$ cat src/rtl/word_serializer.sv
// Parallel-in/serial-out reader for the storage register word.
// Optional even-parity trailer bit: define WORD_SERIALIZER_PARITY_EN.
module word_serializer #(
    parameter int WIDTH     = 32,
    parameter bit MSB_FIRST = 1'b1
) (
    input  logic             clk,
    input  logic             reset,
    input  logic [WIDTH-1:0] d,
    input  logic             load_valid,
    output logic             load_ready,
    output logic             ser_out,
    output logic             ser_valid,
    input  logic             ser_ready,
    output logic             ser_last,
    output logic             busy
);

    localparam int CW = (WIDTH > 1) ? $clog2(WIDTH) : 1;
    localparam logic [CW-1:0] LAST_IDX = CW'(WIDTH - 1);
    localparam logic [CW-1:0] PRE_LAST = CW'(WIDTH - 2);

`ifdef WORD_SERIALIZER_PARITY_EN
    typedef enum logic [1:0] {
        IDLE   = 2'd0,
        SHIFT  = 2'd1,
        PARITY = 2'd2
    } state_t;
`else
    typedef enum logic {
        IDLE  = 1'b0,
        SHIFT = 1'b1
    } state_t;
`endif

    state_t           state_q;
    logic [WIDTH-1:0] shift_q;
    logic [WIDTH-1:0] shift_d;
    logic [CW-1:0]    count_q;
    logic [CW-1:0]    count_d;
    logic             load_ready_q;
    logic             ser_valid_q;
    logic             ser_out_q;
    logic             ser_last_q;
    logic             busy_q;
`ifdef WORD_SERIALIZER_PARITY_EN
    logic             parity_q;
`endif

    logic handshake;
    logic at_last;
    logic load_hs;
    logic load_head;
    logic next_head;

    assign handshake = ser_valid_q & ser_ready;
    assign at_last   = (count_q == LAST_IDX);
    assign load_hs   = load_ready_q & load_valid;

    // Advance the shift register by one bit in the configured direction
    always_comb begin
        shift_d = shift_q;
        if (MSB_FIRST) begin
            shift_d = {shift_q[WIDTH-2:0], 1'b0};
        end else begin
            shift_d = {1'b0, shift_q[WIDTH-1:1]};
        end
        count_d = count_q + 1'b1;
    end

    // Bit presented first from a fresh word, and next bit after a shift
    always_comb begin
        load_head = MSB_FIRST ? d[WIDTH-1] : d[0];
        next_head = MSB_FIRST ? shift_d[WIDTH-1] : shift_d[0];
    end

    // Control FSM with all handshake outputs registered
    always_ff @(posedge clk or negedge reset) begin
        if (!reset) begin
            state_q      <= IDLE;
            shift_q      <= '0;
            count_q      <= '0;
            load_ready_q <= 1'b1;
            ser_valid_q  <= 1'b0;
            ser_out_q    <= 1'b0;
            ser_last_q   <= 1'b0;
            busy_q       <= 1'b0;
`ifdef WORD_SERIALIZER_PARITY_EN
            parity_q     <= 1'b0;
`endif
        end else begin
            unique case (state_q)
                IDLE: begin
                    if (load_hs) begin
                        state_q      <= SHIFT;
                        shift_q      <= d;
                        count_q      <= '0;
                        load_ready_q <= 1'b0;
                        ser_valid_q  <= 1'b1;
                        ser_out_q    <= load_head;
                        ser_last_q   <= 1'b0;
                        busy_q       <= 1'b1;
`ifdef WORD_SERIALIZER_PARITY_EN
                        parity_q     <= ^d;
`endif
                    end
                end
                SHIFT: begin
                    if (handshake) begin
                        if (at_last) begin
`ifdef WORD_SERIALIZER_PARITY_EN
                            state_q    <= PARITY;
                            shift_q    <= '0;
                            ser_out_q  <= parity_q;
                            ser_last_q <= 1'b1;
`else
                            state_q      <= IDLE;
                            shift_q      <= '0;
                            count_q      <= '0;
                            load_ready_q <= 1'b1;
                            ser_valid_q  <= 1'b0;
                            ser_out_q    <= 1'b0;
                            ser_last_q   <= 1'b0;
                            busy_q       <= 1'b0;
`endif
                        end else begin
                            shift_q   <= shift_d;
                            count_q   <= count_d;
                            ser_out_q <= next_head;
`ifdef WORD_SERIALIZER_PARITY_EN
                            ser_last_q <= 1'b0;
`else
                            ser_last_q <= (count_q == PRE_LAST);
`endif
                        end
                    end
                end
`ifdef WORD_SERIALIZER_PARITY_EN
                PARITY: begin
                    if (handshake) begin
                        state_q      <= IDLE;
                        count_q      <= '0;
                        load_ready_q <= 1'b1;
                        ser_valid_q  <= 1'b0;
                        ser_out_q    <= 1'b0;
                        ser_last_q   <= 1'b0;
                        busy_q       <= 1'b0;
                    end
                end
`endif
                default: begin
                    state_q      <= IDLE;
                    load_ready_q <= 1'b1;
                    ser_valid_q  <= 1'b0;
                    ser_out_q    <= 1'b0;
                    ser_last_q   <= 1'b0;
                    busy_q       <= 1'b0;
                end
            endcase
        end
    end

    assign load_ready = load_ready_q;
    assign ser_valid  = ser_valid_q;
    assign ser_out    = ser_out_q;
    assign ser_last   = ser_last_q;
    assign busy       = busy_q;

endmodule

$ cat config.mk
export PLATFORM = sky130hd
export DESIGN_NAME = word_serializer
export DESIGN_NICKNAME = d
export VERILOG_FILES = /design/src/rtl/word_serializer.sv
export SDC_FILE = /design/constraint.sdc
export NUM_CORES = 1
export LEC_CHECK = 0
export BUFFER_PORTS_ARGS = -buffer_cell sky130_fd_sc_hd__buf_4
export CELL_PAD_IN_SITES_DETAIL_PLACEMENT = 1
export CELL_PAD_IN_SITES_GLOBAL_PLACEMENT = 2
export CORE_AREA = 8 8 83 85
export CTS_CLUSTER_DIAMETER = 60
export DETAILED_ROUTE_END_ITERATION = 10
export DIE_AREA = 0 0 91 93
export HOLD_SLACK_MARGIN = 0.06
export PLACE_DENSITY_LB_ADDON = 0.1
export SYNTH_ARGS = -nofsm -noshare
export SYNTH_HDL_FRONTEND = slang
export SYNTH_SLANG_ARGS = --single-unit
export TNS_END_PERCENT = 30
$ cat constraint.sdc
create_clock -name clk -period 4.2 [get_ports clk]
set_input_delay 0 -clock clk [delete_from_list [all_inputs] [get_ports clk]]
set_output_delay 0 -clock clk [all_outputs]
set_load 0.05 [all_outputs]
==> summary.txt <==
Power and ir drop
  • Sw frac: 33.7%
  • NetSw: 0.646 mW
  • Part of the power in combinational logic: 46.7%
  • Pwr/cell area: 718 nW/um^2
  • Register share of total power: 36.0%
  • Max IR drop VDD: 330 uV
  • Internal power: 1.27 mW
  • Clock share of power: 17.3%
  • LEAKAGE: 1.30 nW

Drt
  • DRT iter0 DRCs: 46
  • Vias: 1,436
  • Antenna-violating nets left: 0
  • Drt first pass iters: 4
  • Avg WL per Cell: 17.6 um
  • DRC: 0
  • WL final: 4880 um
  • DR vias/cell: 5.17

Timing
  • Max frequency: 445 MHz
  • RSZ-0062 raised after global routing: no
  • Slew @ Worst Pin: 1040 ps
  • Relative slew slack: 30.7%
  • Crit share post-route: 53.5%
  • Final setup viols: 0
  • Setup TNS: 0 ps
  • Worst Skew: 7.69 ps
  • Final Slew Violations: 0
  • Hold Fails Final Rpt: 0
  • Final Critical Period: 2250 ps

Setup path
  • Reg-to-reg endpoint: ser_out
  • Setup slack, reg-to-reg: 1950 ps
  • CP Buf/Inv Count: 1
  • Setup CP Type: flop to flop
  • Top delay family on crit path: flip-flops
  • Worst path arrival time: 2430 ps
  • Worst R2R Path Depth: 4
  • Worst r2r src: load_ready
  • Crit-path slowest cell: dfstp_2
  • Slowest stage delay, CP: 590 ps
  • Data required, critical path: 4390 ps
  • CP startpoint kind: flop
  • Crit Path Max Fanout: 18
  • CP endpoint kind: flop
  • Worst-path cell chain: nand2_1, o21ai_4, buf_4, mux2_2

Clocking
  • Clock transition at path regs: 80 ps
  • Skew-Pair Late Insertion Delay: 300 ps
  • Clk buf depth: 2
  • Root Driver: clkbuf_8
  • Clock buffer count from CTS: 5
  • CTS tree: yes
  • Post-CTS Setup Inserts: 0
  • CTS sink count: 41
  • H-tree depth: 2

Logic synthesis
  • Distinct cell type count after synthesis: 33
  • Mapped Cells: 156
  • Cell Area, Synth: 2170 um^2
  • Ys Warns: 0
  • Seq/Total Area, Yosys: 47.3%
  • Avg Inst Size Synth: 13.9 um^2
  • Syn Nets: 195
  • Flops & latches, synth: 41

Global route
  • Total GRT Usage: 12.1%
  • Largest net degree at the start of global routing: 42
  • Vias in the first global route: 1,629
  • Initial antenna violation count: 0
  • GR Overflow Total: 0
  • First-pass GRT wire length: 8290 um

Hold path
  • HP Start: d[9]
  • Worst Hold End: shift_q[9]
  • Worst hold path class: primary input to flop
  • Cell count of the worst hold path: 3

Layout
  • Final Core Density: 47.1%
  • Layout cells sized above 1: 42.9%
  • Fin cells: 278
  • Fin area: 2670 um^2
  • Diodes inserted: 0
  • Layout Nets: 241
  • Layout area overhead: 22.9%

Floorplan
  • Ports: 41
  • Core area: 5680 um^2
  • Die Y: 93 um
  • Rows: 28
  • Starting density of the core: 38.3%
  • Die area: 8460 um^2
  • Die Wd: 91 um

Job
  • Max-cap violations: 0

Place
  • Dpl cell area: 2450 um^2
  • Placed cells: 260
  • Port bufs: 40
  • Placed wire-length estimate: 3180 um
  • Placer congestion estimate: 0.718

Status
  • Outcome: complete, no violations
-- synthesized netlist by cell type, drive strengths merged --
cell type	count	area share, %
buf	9	5.0
ha	3	1.7
inv	5	0.86
a22o	32	13
and3b	1	0.46
and2	1	0.35
a31oi	1	0.29
nand3	5	1.4
o21ai	1	0.75
a21o	1	0.40
and3	1	0.29
or3	1	0.29
nor3b	2	0.69
nand4	1	0.29
a21oi	2	0.46
and2b	1	0.40
mux2	31	21
o22ai	2	0.58
dfrtp	40	46
clkbuf	3	0.52
mux2i	1	0.46
nand2	4	0.69
a22oi	1	0.35
o2bb2ai	2	0.81
dfstp	1	1.2
a211o	1	0.40
nand4b	1	0.40
nor2b	2	0.92
-- timing repair --
item                       CTS  global route
setup endpoints to repair    0             0
hold endpoints to repair    51             0
resized for setup            0             0
hold buffers                10             0
-- flip-flops by register name (all words and copies together) (netlist names) --
register	count
count_q	5
ser_out	1
load_ready	1
busy	1
state_q	1
ser_last	1
shift_q	31
-- layer usage --
| layer | up-vias | wire length [um] | GRT usage (%) |
|---|---|---|---|
| met3 | 5 | 248 | 4.17 |
| met1 | 731 | 2230 | 15.0 |
| met5 | - | 0 | 0 |
| li1 | 677 | - | - |
| met4 | 0 | 76 | 4.50 |
| met2 | 23 | 2330 | 19.0 |
-- final cells by class --
type                       instances  area [um^2]
inverter                           5         18.8
tap                               75         93.8
clock inverter                     1         30.0
clock buffer                       7         86.3
multi-input combinational         98         1010
fill                             599         3000
timing repair buffer              51          408
sequential                        41         1030
-- per-stage QoR --
| stage | total power [mW] | hold slack [ps] | worst slack [ps] |
|---|---|---|---|
| 6_report | 1.92 | 64.5 | 1950 |
| 4_1_cts | 1.94 | 60.6 | 1960 |
| 3_5_place_dp | 1.59 | 14.4 | 1970 |
| 5_1_grt | 2.05 | 62.1 | 1880 |
| 2_1_floorplan | 1.47 | -296 | 2430 |
| 3_3_place_gp | 1.56 | 15.9 | 2000 |
-- cell usage in the layout, fill, tap and decap left out, types with 3 or more instances in the layout --
master and n:
clkbuf_8 6, dlygate4sd3_1 10, ha_1 3, buf_4 41
nand2_1 4, nand3_1 4, mux2_4 29, inv_1 5
a22o_1 32, dfrtp_1 40
-- worst max-delay path by stage --
stage,cells after the start,slack [ps],from,to
global placement,4,2000,load_ready,shift_q[29]
CTS,4,1960,load_ready,ser_out
finish,4,1950,load_ready,ser_out
global route,6,1880,count_q[0],shift_q[4]
floorplan,8,2430,count_q[0],shift_q[21]
detailed placement,4,1970,load_ready,ser_out
-- cells by family (layout without fill, tap and decap cells) --
family | Yosys count | after routing | share of synthesized area, %
and+or+nand+nor | 20 | 20 | 6.16
DFF | 41 | 41 | 47.3
muxes | 32 | 32 | 21.5
AOI/OAI and AO/OA | 43 | 43 | 16.9
buffers and inverters | 17 | 64 | 6.39
adders and majority gates | 3 | 3 | 1.73
-- worst reg2reg max path, stage by stage (launching register included) --
cell     delay, ps
dfstp_2        590
nand2_1        130
o21ai_4        590
buf_4          450
mux2_2         380
-- power by group through the flow --
stage	Sequential (mW)	Combinational, mW	Clock (mW)
after floorplan	0.694	0.779	0
after global placement	0.687	0.873	0
after detailed placement	0.695	0.893	0
after CTS	0.691	0.910	0.341
after global routing	0.714	0.975	0.356
final	0.691	0.896	0.331
(Power assumes the default switching activity.)
